[src/rtl/vmicro16_cluster_cache_apb_if.sv]
// APB bus bundle shared by the cluster-side slave port and the SoC-side master port of the
// cluster data cache.
interface vmicro16_cluster_cache_apb_if #(
  parameter int unsigned BUS_WIDTH  = 16,
  parameter int unsigned DATA_WIDTH = 16
);
  logic [BUS_WIDTH-1:0]  paddr;
  logic                  pwrite;
  logic                  psel;
  logic                  penable;
  logic [DATA_WIDTH-1:0] pwdata;
  logic [DATA_WIDTH-1:0] prdata;
  logic                  pready;

  modport master (
    output paddr, pwrite, psel, penable, pwdata,
    input  prdata, pready
  );

  modport slave (
    input  paddr, pwrite, psel, penable, pwdata,
    output prdata, pready
  );
endinterface

[src/rtl/vmicro16_cluster_cache_apb.sv]
// Direct-mapped, write-through, read-allocate data cache between the cluster APB interconnect
// (slave side) and the SoC main interconnect (master side).
// Caching is enabled by defining VMICRO16_CLUSTER_CACHE_EN; without it the block is a
// registered APB bridge where every transfer takes the miss path.
module vmicro16_cluster_cache_apb #(
  parameter int unsigned BUS_WIDTH   = 16,
  parameter int unsigned DATA_WIDTH  = 16,
  parameter int unsigned CACHE_WORDS = 64
) (
  input  logic                               clk,
  input  logic                               reset,
  vmicro16_cluster_cache_apb_if.slave        s_apb,
  vmicro16_cluster_cache_apb_if.master       m_apb
);

  typedef enum logic [2:0] {StIdle, StLookup, StMSetup, StMAccess, StResp} state_e;

  state_e                state_q;
  logic [BUS_WIDTH-1:0]  addr_q;
  logic                  write_q;
  logic [DATA_WIDTH-1:0] wdata_q;
  logic [DATA_WIDTH-1:0] resp_q;

  logic                  m_psel_q;
  logic                  m_penable_q;
  logic                  m_pwrite_q;
  logic [BUS_WIDTH-1:0]  m_paddr_q;
  logic [DATA_WIDTH-1:0] m_pwdata_q;

  logic                  hit;
  logic [DATA_WIDTH-1:0] hit_data;
  logic                  s_setup;
  logic                  s_pready;
  logic [DATA_WIDTH-1:0] s_prdata;

  assign s_setup = s_apb.psel && !s_apb.penable;

`ifdef VMICRO16_CLUSTER_CACHE_EN
  localparam int unsigned INDEX_BITS = $clog2(CACHE_WORDS);
  localparam int unsigned TAG_BITS   = BUS_WIDTH - INDEX_BITS;

  logic [CACHE_WORDS-1:0] valid_q;
  logic [TAG_BITS-1:0]    tag_mem  [CACHE_WORDS];
  logic [DATA_WIDTH-1:0]  data_mem [CACHE_WORDS];
  logic [TAG_BITS-1:0]    rd_tag_q;
  logic [DATA_WIDTH-1:0]  rd_data_q;
  logic                   hit_q;
  logic [INDEX_BITS-1:0]  s_idx;
  logic [INDEX_BITS-1:0]  idx_q;
  logic                   m_done;

  assign s_idx  = s_apb.paddr[INDEX_BITS-1:0];
  assign idx_q  = addr_q[INDEX_BITS-1:0];
  assign m_done = (state_q == StMAccess) && m_apb.pready;

  assign hit      = valid_q[idx_q] && (rd_tag_q == addr_q[BUS_WIDTH-1:INDEX_BITS]);
  assign hit_data = rd_data_q;

  // Tag/data RAM: synchronous read on setup, fill on read completion, update on write hit
  always_ff @(posedge clk) begin
    if (state_q == StIdle && s_setup) begin
      rd_tag_q  <= tag_mem[s_idx];
      rd_data_q <= data_mem[s_idx];
    end
    if (state_q == StLookup) begin
      hit_q <= hit;
    end
    if (m_done && !write_q) begin
      tag_mem[idx_q]  <= addr_q[BUS_WIDTH-1:INDEX_BITS];
      data_mem[idx_q] <= m_apb.prdata;
    end else if (m_done && write_q && hit_q) begin
      data_mem[idx_q] <= wdata_q;
    end
  end

  // Valid bits: the only reset storage; writes never allocate
  always_ff @(posedge clk) begin
    if (reset) begin
      valid_q <= '0;
    end else if (m_done && !write_q) begin
      valid_q[idx_q] <= 1'b1;
    end
  end
`else
  assign hit      = 1'b0;
  assign hit_data = '0;
`endif

  // Transfer FSM with registered master-side outputs
  always_ff @(posedge clk) begin
    if (reset) begin
      state_q     <= StIdle;
      addr_q      <= '0;
      write_q     <= 1'b0;
      wdata_q     <= '0;
      resp_q      <= '0;
      m_psel_q    <= 1'b0;
      m_penable_q <= 1'b0;
      m_pwrite_q  <= 1'b0;
      m_paddr_q   <= '0;
      m_pwdata_q  <= '0;
    end else begin
      unique case (state_q)
        StIdle: begin
          if (s_setup) begin
            addr_q  <= s_apb.paddr;
            write_q <= s_apb.pwrite;
            wdata_q <= s_apb.pwdata;
            state_q <= StLookup;
          end
        end
        StLookup: begin
          if (hit && !write_q) begin
            state_q <= StIdle;
          end else begin
            m_psel_q    <= 1'b1;
            m_penable_q <= 1'b0;
            m_paddr_q   <= addr_q;
            m_pwrite_q  <= write_q;
            m_pwdata_q  <= wdata_q;
            state_q     <= StMSetup;
          end
        end
        StMSetup: begin
          m_penable_q <= 1'b1;
          state_q     <= StMAccess;
        end
        StMAccess: begin
          if (m_apb.pready) begin
            m_psel_q    <= 1'b0;
            m_penable_q <= 1'b0;
            resp_q      <= write_q ? '0 : m_apb.prdata;
            state_q     <= StResp;
          end
        end
        StResp: begin
          state_q <= StIdle;
        end
        default: begin
          state_q <= StIdle;
        end
      endcase
    end
  end

  // Slave response: zero-wait read hit in LOOKUP, otherwise one RESP cycle
  always_comb begin
    s_pready = 1'b0;
    s_prdata = '0;
    if (state_q == StLookup && hit && !write_q) begin
      s_pready = 1'b1;
      s_prdata = hit_data;
    end else if (state_q == StResp) begin
      s_pready = 1'b1;
      s_prdata = resp_q;
    end
  end

  assign s_apb.pready   = s_pready;
  assign s_apb.prdata   = s_prdata;
  assign m_apb.psel     = m_psel_q;
  assign m_apb.penable  = m_penable_q;
  assign m_apb.pwrite   = m_pwrite_q;
  assign m_apb.paddr    = m_paddr_q;
  assign m_apb.pwdata   = m_pwdata_q;

endmodule

[src/flat_wrapper.sv]
// flat-port wrapper written by rule: the top's interface ports become plain ports
module vmicro16_cluster_cache_apb_flat 
#(
  parameter int unsigned BUS_WIDTH   = 16,
  parameter int unsigned DATA_WIDTH  = 16,
  parameter int unsigned CACHE_WORDS = 64
)
  (clk, reset, s_apb_paddr, s_apb_pwrite, s_apb_psel, s_apb_penable, s_apb_pwdata, s_apb_prdata, s_apb_pready, m_apb_paddr, m_apb_pwrite, m_apb_psel, m_apb_penable, m_apb_pwdata, m_apb_prdata, m_apb_pready);
  vmicro16_cluster_cache_apb_if #(.BUS_WIDTH(BUS_WIDTH), .DATA_WIDTH(DATA_WIDTH)) s_apb_i ();
  vmicro16_cluster_cache_apb_if #(.BUS_WIDTH(BUS_WIDTH), .DATA_WIDTH(DATA_WIDTH)) m_apb_i ();
  input  logic clk;
  input  logic reset;
  input wire logic [$bits(s_apb_i.paddr)-1:0] s_apb_paddr;
  input wire logic [$bits(s_apb_i.pwrite)-1:0] s_apb_pwrite;
  input wire logic [$bits(s_apb_i.psel)-1:0] s_apb_psel;
  input wire logic [$bits(s_apb_i.penable)-1:0] s_apb_penable;
  input wire logic [$bits(s_apb_i.pwdata)-1:0] s_apb_pwdata;
  output wire logic [$bits(s_apb_i.prdata)-1:0] s_apb_prdata;
  output wire logic [$bits(s_apb_i.pready)-1:0] s_apb_pready;
  output wire logic [$bits(m_apb_i.paddr)-1:0] m_apb_paddr;
  output wire logic [$bits(m_apb_i.pwrite)-1:0] m_apb_pwrite;
  output wire logic [$bits(m_apb_i.psel)-1:0] m_apb_psel;
  output wire logic [$bits(m_apb_i.penable)-1:0] m_apb_penable;
  output wire logic [$bits(m_apb_i.pwdata)-1:0] m_apb_pwdata;
  input wire logic [$bits(m_apb_i.prdata)-1:0] m_apb_prdata;
  input wire logic [$bits(m_apb_i.pready)-1:0] m_apb_pready;
  assign s_apb_i.paddr = s_apb_paddr;
  assign s_apb_i.pwrite = s_apb_pwrite;
  assign s_apb_i.psel = s_apb_psel;
  assign s_apb_i.penable = s_apb_penable;
  assign s_apb_i.pwdata = s_apb_pwdata;
  assign s_apb_prdata = s_apb_i.prdata;
  assign s_apb_pready = s_apb_i.pready;
  assign m_apb_paddr = m_apb_i.paddr;
  assign m_apb_pwrite = m_apb_i.pwrite;
  assign m_apb_psel = m_apb_i.psel;
  assign m_apb_penable = m_apb_i.penable;
  assign m_apb_pwdata = m_apb_i.pwdata;
  assign m_apb_i.prdata = m_apb_prdata;
  assign m_apb_i.pready = m_apb_pready;
  vmicro16_cluster_cache_apb #(.BUS_WIDTH(BUS_WIDTH), .DATA_WIDTH(DATA_WIDTH), .CACHE_WORDS(CACHE_WORDS)) u_core (.clk(clk), .reset(reset), .s_apb(s_apb_i), .m_apb(m_apb_i));
endmodule
[config.mk]
export PLATFORM = sky130hd
export DESIGN_NAME = vmicro16_cluster_cache_apb_flat
export DESIGN_NICKNAME = d
export VERILOG_FILES = /design/src/rtl/vmicro16_cluster_cache_apb_if.sv /design/src/rtl/vmicro16_cluster_cache_apb.sv /design/src/flat_wrapper.sv
export SDC_FILE = /design/constraint.sdc
export NUM_CORES = 1
export LEC_CHECK = 0
export BUFFER_PORTS_ARGS = -buffer_cell sky130_fd_sc_hd__buf_2
export CORE_MARGIN = 2
export CORE_UTILIZATION = 51
export CTS_BUF_LIST = sky130_fd_sc_hd__clkbuf_16
export CTS_CLUSTER_SIZE = 20
export DETAILED_ROUTE_END_ITERATION = 8
export PLACE_DENSITY = 0.88
export SYNTH_ARGS = -nofsm -noshare
export SYNTH_HDL_FRONTEND = slang
export SYNTH_SLANG_ARGS = --single-unit
[constraint.sdc]
create_clock -name clk -period 3.7 [get_ports clk]
set_input_delay 0.37 -clock clk [delete_from_list [all_inputs] [get_ports clk]]
set_output_delay 0.37 -clock clk [all_outputs]
set_load 0.1 [all_outputs]
==> results of run 1 <==
[cells in the final DEF (no fill, tap or decap), types with 2 or more instances in the layout]
cell,count
nand2b_1,67
nor2_1,3
nand2_1,82
o21ai_0,2
and2_1,16
nor2b_1,2
clkbuf_16,9
nand3b_1,16
a21oi_1,52
mux2i_1,33
clkinv_2,2
inv_1,2
buf_4,4
buf_2,105
bufinv_16,2
dfxtp_1,87
[layer usage]
metal  global-route usage [%]  vias to the layer above  part of all wire, %
met5                        0                        -                    0
met4                     8.39                        0                  1.4
met3                     5.47                       10                  6.4
met2                     33.2                       89                   47
met1                     24.6                     1327                   45
li1                         -                     1481                    -
[flip-flops by register name (all words and copies together), names as in the netlist]
| signal | count |
|---|---|
| u_core.m_apb.penable | 1 |
| u_core.m_apb.pwrite | 1 |
| u_core.resp_q | 16 |
| u_core.m_apb.psel | 1 |
| u_core.m_apb.paddr | 16 |
| u_core.m_apb.pwdata | 16 |
| u_core.wdata_q | 16 |
| u_core.state_q | 3 |
| u_core.write_q | 1 |
| u_core.addr_q | 16 |
[worst max-delay path: stages (launching register included)]
cell	delay [ns]
dfxtp_1	0.54
nor3b_2	0.65
and2_1	0.22
buf_2	0.42
[power by group]
| group | total (mW) | switching [mW] | internal (mW) |
|---|---|---|---|
| Clock | 0.919 | 0.339 | 0.580 |
| Sequential | 0.995 | 0.0249 | 0.971 |
| Combinational | 0.230 | 0.150 | 0.0801 |
[cell families after synthesis]
logic type / count (synthesis) / share of synthesized area [%]
AO/OA/AOI/OAI: 57 / 8.14
buffers and inverters: 32 / 4.79
flip-flops: 87 / 48.7
multiplexers: 33 / 9.23
AND/OR/NAND/NOR: 192 / 29.2
[worst max path at each step]
stage	slack, ns	end	startpoint	cells after the start
after floorplan	0.73	s_apb_prdata[10]	u_core.state_q[1]	4
after global placement	1.62	s_apb_prdata[13]	u_core.state_q[2]	3
after detailed placement	1.49	s_apb_prdata[0]	u_core.state_q[2]	3
after CTS	1.12	s_apb_prdata[0]	u_core.state_q[2]	3
after global routing	0.95	s_apb_prdata[10]	u_core.state_q[2]	3
final	1.17	s_apb_prdata[0]	u_core.state_q[2]	3
[stage by stage]
stage	power, mW	util [%]	setup WS [ns]
2_1_floorplan	1.19	-	0.727
3_3_place_gp	1.24	60.3	1.62
3_5_place_dp	1.25	60.3	1.49
4_1_cts	2.17	64.7	1.12
5_1_grt	2.23	64.7	0.948
6_report	2.14	64.7	1.17
[area by class of cell]
type / instances / area (sq um) / area share (%)
Multi-Input combinational cell: 282 / 1670 / 38.0
Sequential cell: 87 / 1740 / 39.6
Timing Repair Buffer: 109 / 556 / 12.6
Clock buffer: 9 / 225 / 5.12
Inverter: 1 / 3.75 / 0.0854
Tap cell: 96 / 120 / 2.73
Clock inverter: 6 / 77.6 / 1.76
==> run summary, run 1 <==
Antenna violations before repair - 0
Reg2reg start - u_core.state_q[1]
Die area - 7710 sq um
Largest area contributor in the netlist - dfxtp_1
Final setup fails - 0
Finished Layout Cells - 590
DRC - 0
Predominant post-synthesis flop cell - dfxtp_1
Share of flip-flops with an asynchronous set or reset - 0%
Post-Syn Area per Cell - 8.93 sq um
Final hold slack - 0.291 ns
Clock sinks - 87
Max Cap Viol - 0
RSZ-0062 raised after global routing - false
Vias per cell - 4.93
Synth Cell Area - 3580 sq um
Initial DRC count - 115
R2R depth - 3
Hold path start - m_apb_pready
H-Tree Depth - 3
WP data arrival - 2.16 ns
Fin area - 4400 sq um
Crit Path Class - reg2out
Die height - 87.8 um
Setup crit start kind - flip-flop
CTS max path bufs - 2
Min-Delay Path Class - in2reg
Pin count of the biggest net entering global routing - 54
RR Endpoint - u_core.m_apb.pwdata[10]
Setup bufs post-CTS - 0
Slew HR - 18.5%
Clock-pin slew on the worst setup and hold paths - 0.06 ns
Area contributors post-synth - dfxtp_1 (49%), nand2b_1 (12%), mux2i_1 (9.2%), nand2_1 (8.6%), a21oi_1 (7.3%)
Crit end category - primary output
IO Count - 106
WP data required - 3.33 ns
# diodes - 0
Post-synthesis net count - 455
Period utilization - 68.5%
Crit path max fanout - 17
Worst slew pin tran - 1.22 ns
GR Overflow Total - 0
Area grow syn2layout - 22.8%
Power density over the cells - 488 nW/um^2
Global-route wire length before repair - 12,300 um
VDD IR max - 238 uV
Post-layout nets - 544
Vias - 2,907
EDFF count, synth - 0
Cells after Synth - 401
Clock skew - 0.00555 ns
Sequential-to-total area share from yosys stat - 48.7%
Vias in the first global route - 2,794
Hold Path Sink - u_core.state_q[1]
Fillers - 582
Post-route ant nets - 0
Number of synthesis warnings - 0
Cts bufs inserted - 9
First drt pass iteration count - 4
Routability cong. - 0.726
Post-CTS sizing - 0
Routed WL - 7400 um
Core box area - 6790 sq um
Layout cells sized above 1 - 25.3%
Initial core utilization - 52.7%
Wire per inst - 12.5 um
Post-place instance area - 4090 sq um
Max-slew violations - 0
Synthesized flop and latch total - 87
CTS tree - built
Most common library cells after synthesis - dfxtp_1 (87), nand2_1 (82), nand2b_1 (67), a21oi_1 (52), mux2i_1 (33)
Most frequent cell after synthesis - dfxtp_1
Worst-Skew Late Latency - 0.33 ns
Sum of negative setup slack - 0 ns
FMAX - 395 MHz
Final Hold Fails - 0
HPWL Detailed - 4860 um
Run status - complete, no violations
R2R Setup Slk - 1.73 ns
Hold buffers post-CTS - 0
Hold Path Stages - 2
Row count - 30
Cell variety after synth - 23
Clk root buf - clkbuf_16
Pleak - 1.81 nW
GRT Total Usage - 20.0%
Top cell type's share of synthesized area - 48.7%
Die width - 87.8 um
Port Buffers - 105
Post-route minimum period - 2.53 ns
Placed insts - 575
(Power assumes the default switching activity.)
==> run 2, diff against run 1 <==
==> constraint.sdc (replaced) <==
create_clock -name clk -period 2.5 [get_ports clk]
set_input_delay 0.25 -clock clk [delete_from_list [all_inputs] [get_ports clk]]
set_output_delay 0.25 -clock clk [all_outputs]
set_load 0.1 [all_outputs]
==> run summary, run 2 (synthesized netlist as in run 1, its figures left out) <==
R2R Setup Slk - 0.46 ns (-1.27 ns)
Clk root buf - clkbuf_16
RR Endpoint - u_core.m_apb.paddr[10]
Core box area - 6790 sq um (unchanged)
Logic gate share of total power - 10.7% (about the same)
Crit Path Class - reg2out
Finished Layout Cells - 591 (+0.17%)
Vias in the first global route - 2,645 (-5.3%)
Die width - 87.8 um (unchanged)
Worst slew pin tran - 1.18 ns (-0.0431 ns)
IO Count - 106 (unchanged)
Pin count of the biggest net entering global routing - 120 (+120%)
Global-route wire length before repair - 11,700 um (-4.6%)
Setup crit start kind - flip-flop
Final setup fails - 0 (unchanged)
RSZ-0062 raised after global routing - false
Worst-Skew Late Latency - 0.33 ns (about the same)
Initial DRC count - 134 (+17%)
Hold Path Stages - 3 (+1)
Psw - 0.774 mW (+50%)
Max-slew violations - 0 (unchanged)
Post-CTS sizing - 0 (unchanged)
CTS max path bufs - 2 (unchanged)
WP data required - 2.25 ns (-1.08 ns)
Routability cong. - 0.749 (+3.3%)
Sum of negative setup slack - 0 ns (unchanged)
WP data arrival - 2.05 ns (-0.11 ns)
Power density over the cells - 722 nW/um^2 (+48%)
Dpl ws - 0.375 ns (-1.12 ns)
Max Cap Viol - 0 (unchanged)
Reg2reg start - u_core.state_q[1]
DRC - 0 (unchanged)
Clock sinks - 87 (unchanged)
CTS tree - built
Power consumption - 3.20 mW (+49%)
Port Buffers - 105 (unchanged)
Initial core utilization - 52.7% (unchanged)
First drt pass iteration count - 5 (+1)
# diodes - 0 (unchanged)
Wire per inst - 12.2 um (-2.7%)
Row count - 30 (unchanged)
Slew HR - 21.3% (+2.9 points)
Placed insts - 575 (unchanged)
Internal power - 2.42 mW (+49%)
Clock skew - 0.00602 ns (+0.000470 ns)
Crit end category - primary output
VDD IR max - 393 uV (+66%)
Hold path start - s_apb_paddr[13]
Hold buffers post-CTS - 0 (unchanged)
FMAX - 435 MHz
Layout cells sized above 1 - 25.5% (+0.15 points)
Vias per cell - 4.91 (-0.44%)
Hold Path Sink - u_core.addr_q[13]
Final setup margin - 0.202 ns (-0.963 ns)
GRT Total Usage - 19.2% (-0.81 points)
Post-layout nets - 544 (unchanged)
Pleak - 1.81 nW (+0.16%)
Finished Core Util - 65.2% (+0.44 points)
Commonest cells after routing, fill and taps aside - buf_2 (105), dfxtp_1 (87), nand2_1 (82)
Vias - 2,899 (-0.28%)
GR Overflow Total - 0 (unchanged)
Die height - 87.8 um (unchanged)
Setup bufs post-CTS - 0 (unchanged)
R2R depth - 3 (unchanged)
Routed WL - 7210 um (-2.6%)
Post-route ant nets - 0 (unchanged)
Final hold slack - 0.178 ns (-0.113 ns)
Fillers - 550 (-5.5%)
Die area - 7710 sq um (unchanged)
H-Tree Depth - 3 (unchanged)
Post-route minimum period - 2.30 ns
Cts bufs inserted - 9 (unchanged)
Sw Ratio - 24.2% (+0.22 points)
Period utilization - 91.9%
Min-Delay Path Class - in2reg
Antenna violations before repair - 0 (unchanged)
Post-place instance area - 4110 sq um (+0.31%)
Run status - complete, no violations
Crit path max fanout - 17 (unchanged)
Clock-pin slew on the worst setup and hold paths - 0.06 ns (about the same)
Area grow syn2layout - 23.7%
Sequential power share - 46.1% (-0.3 points)
Clk network pwr share - 43.2% (+0.3 points)
HPWL Detailed - 4670 um (-3.9%)
Final Hold Fails - 0 (unchanged)
Most common cell after layout, fill and taps aside - buf_2
Fin area - 4430 sq um (+0.68%)
[run 2: worst max path at each step]
stage | from | to | slack (ns) | depth (start not counted)
2_1_floorplan | u_core.state_q[1] | s_apb_prdata[10] | 0.12 | 4
3_3_place_gp | u_core.state_q[2] | s_apb_prdata[7] | 0.54 | 3
3_5_place_dp | u_core.state_q[2] | s_apb_prdata[13] | 0.38 | 3
4_1_cts | u_core.state_q[2] | s_apb_prdata[13] | 0.02 | 3
5_1_grt | u_core.state_q[2] | s_apb_prdata[11] | 0.12 | 3
6_report | u_core.state_q[2] | s_apb_prdata[13] | 0.20 | 3
[run 2: metal layers]
metal	GRT usage [%]	share of wire [%]	up-vias
met5	0	0	-
met4	5.87	1.1	0
met3	6.03	7.2	10
met2	33.8	46	107
met1	22.4	45	1301
li1	-	-	1481
[run 2: critical path: stages (launching register included)]
cell and delay [ns]:
dfxtp_1 0.54, nor3b_4 0.54, and2_1 0.22, buf_2 0.43
[run 2: final cells by class]
| class | count | area [sq um] | share of cell area [%] |
|---|---|---|---|
| Timing Repair Buffer | 109 | 568 | 12.8 |
| Tap cell | 96 | 120 | 2.71 |
| Multi-Input combinational cell | 282 | 1680 | 37.9 |
| Inverter | 1 | 3.75 | 0.0848 |
| Clock buffer | 9 | 225 | 5.09 |
| Clock inverter | 7 | 88.8 | 2.01 |
| Sequential cell | 87 | 1740 | 39.3 |
[run 2: power by group through the flow]
stage                     sequential [mW]  combinational [mW]  clock (mW)
after global routing                 1.48               0.368        1.46
final                                1.47               0.342        1.38
after floorplan                      1.57               0.189           0
after detailed placement             1.50               0.343           0
after global placement               1.50               0.338           0
after CTS                            1.47               0.345        1.40
==> run 3, diff against run 2 <==
--- a/config.mk
+++ b/config.mk
@@ -6,12 +6,13 @@
 export NUM_CORES = 1
 export LEC_CHECK = 0
 export BUFFER_PORTS_ARGS = -buffer_cell sky130_fd_sc_hd__buf_2
-export CORE_MARGIN = 2
-export CORE_UTILIZATION = 51
+export CELL_PAD_IN_SITES_DETAIL_PLACEMENT = 1
+export CELL_PAD_IN_SITES_GLOBAL_PLACEMENT = 1
+export CORE_UTILIZATION = 38
 export CTS_BUF_LIST = sky130_fd_sc_hd__clkbuf_16
 export CTS_CLUSTER_SIZE = 20
 export DETAILED_ROUTE_END_ITERATION = 8
-export PLACE_DENSITY = 0.88
+export PLACE_DENSITY = 0.89
 export SYNTH_ARGS = -nofsm -noshare
 export SYNTH_HDL_FRONTEND = slang
 export SYNTH_SLANG_ARGS = --single-unit
==> run summary, run 3 (synthesized netlist as in run 1, its figures left out) <==
DRC - 0 (unchanged)
H-Tree Depth - 3 (unchanged)
Max-slew violations - 0 (unchanged)
Clock sinks - 87 (unchanged)
Power density over the cells - 782 nW/um^2 (+8.2%)
Fin area - 4520 sq um (+2.2%)
FMAX - 474 MHz (+9.0%)
Wire per inst - 14.3 um (+17%)
WP data arrival - 1.86 ns (-0.19 ns)
Post-route minimum period - 2.11 ns (-0.189 ns)
Worst slew pin tran - 0.613 ns (-0.567 ns)
Commonest cells after routing, fill and taps aside - buf_2 (105), dfxtp_1 (87), nand2_1 (82)
Post-CTS sizing - 0 (unchanged)
Clock skew - 0.00576 ns (-0.000265 ns)
Clk root buf - clkbuf_16
Cts bufs inserted - 9 (unchanged)
Die height - 99.1 um (+13%)
Run status - complete, no violations
Max Cap Viol - 0 (unchanged)
Die width - 99.1 um (+13%)
Crit-path max cell delay - 0.54 ns (about the same)
CTS tree - built
Clock-pin slew on the worst setup and hold paths - 0.06 ns (about the same)
Top delay family on crit path - buffers and inverters
Routed WL - 8680 um (+20%)
CP cell instances - nor3b_2 > buf_4 > and2_1 > buf_2
Port Buffers - 105 (unchanged)
Routability cong. - 0.688 (-8.2%)
Power consumption - 3.54 mW (+11%)
Crit Path Class - reg2out
HPWL Detailed - 5710 um (+22%)
GRT Total Usage - 18.2% (-0.99 points)
Initial core utilization - 38.9% (-14 points)
Die area - 9810 sq um (+27%)
First drt pass iteration count - 4 (-1)
Area grow syn2layout - 26.4%
Crit end category - primary output
Setup crit start kind - flip-flop
Global-route wire length before repair - 14,400 um (+23%)
RSZ-0062 raised after global routing - false
Crit path max fanout - 17 (unchanged)
Final setup fails - 0 (unchanged)
Vias per cell - 4.91 (+0.19%)
Vias - 2,988 (+3.1%)
VDD IR max - 339 uV (-14%)
# diodes - 0 (unchanged)
Most common cell after layout, fill and taps aside - buf_2
Core box area - 9200 sq um (+35%)
Row count - 35 (+17%)
Pin count of the biggest net entering global routing - 120 (unchanged)
Worst-Skew Late Latency - 0.33 ns (about the same)
Slew HR - 59.1% (+38 points)
WP data required - 2.25 ns (about the same)
Vias in the first global route - 3,060 (+16%)
Antenna violations before repair - 0 (unchanged)
Final Hold Fails - 0 (unchanged)
Min-Delay Path Class - in2reg
Hold buffers post-CTS - 0 (unchanged)
Layout cells sized above 1 - 26.0% (+0.50 points)
Post-layout nets - 546 (+0.37%)
Initial DRC count - 60 (-55%)
Sum of negative setup slack - 0 ns (unchanged)
Dpl ws - 0.723 ns (+0.348 ns)
Slowest stage cell, crit path - dfxtp_1
Post-place instance area - 4140 sq um (+0.82%)
Setup bufs post-CTS - 0 (unchanged)
Post-route ant nets - 0 (unchanged)
CTS max path bufs - 2 (unchanged)
GR Overflow Total - 0 (unchanged)
Fillers - 1,099 (+100%)
IO Count - 106 (unchanged)
CP bufs+invs - 2 (+1)
Pleak - 1.86 nW (+2.4%)
Period utilization - 84.4% (-7.6 points)
Final setup margin - 0.391 ns (+0.189 ns)
-- run 3: changes by cell type in the layout (fill, tap and decap cells not counted), sizes merged --
cell,change
clkinv,-1
buf,+2
inv,-1
bufinv,+3
clkinvlp,-1
-- run 3: where the power goes --
group | total [mW] | internal (mW) | switching, mW | leakage (nW)
registers | 1.48 | 1.44 | 0.0391 | 0.705
logic | 0.351 | 0.122 | 0.229 | 0.966
clock network | 1.71 | 1.17 | 0.536 | 0.187
total | 3.54 | 2.73 | 0.804 | 1.86
-- run 3: worst reg2reg max path, stage by stage (launching register included) --
cell and delay [ns]:
dfxtp_1 0.42, nor4_4 0.32, buf_4 0.53, mux2i_1 0.32
-- run 3: layout make-up --
| type | count | area, sq um | area share (%) |
|---|---|---|---|
| tap | 111 | 139 | 3.07 |
| clock buffer | 9 | 225 | 4.98 |
| inverter | 1 | 3.75 | 0.0830 |
| clock inverter | 7 | 159 | 3.51 |
| multi-input combinational | 282 | 1670 | 37.0 |
| timing repair buffer | 111 | 583 | 12.9 |
| sequential | 87 | 1740 | 38.5 |
-- run 3: through the flow --
stage / std cells / hold WS, ns / util, %
2_1_floorplan: 401 / 0.360 / -
3_3_place_gp: 592 / 0.434 / 45.0
3_5_place_dp: 592 / 0.445 / 45.0
4_1_cts: 608 / 0.165 / 49.2
5_1_grt: 608 / 0.174 / 49.2
6_report: 608 / 0.173 / 49.2
-- run 3: worst paths after layout --
| path | startpoint | slack, ns | end | cells after the start |
|---|---|---|---|---|
| worst min-delay path | m_apb_pready | 0.17 | u_core.state_q[1] | 2 |
| worst max-delay path | u_core.state_q[2] | 0.39 | s_apb_prdata[9] | 4 |
| worst min register to register | u_core.m_apb.pwdata[10] | 0.45 | u_core.m_apb.pwdata[10] | 2 |
| worst max register to register | u_core.state_q[2] | 0.83 | u_core.addr_q[12] | 3 |
-- run 3: metal layers --
layer | share of wire, % | global-route usage [%] | wire (um)
met1 | 45 | 21.2 | 3900
met4 | 0.47 | 5.09 | 41
met3 | 4.9 | 3.90 | 424
met5 | 0 | 0 | 0
met2 | 50 | 33.7 | 4320
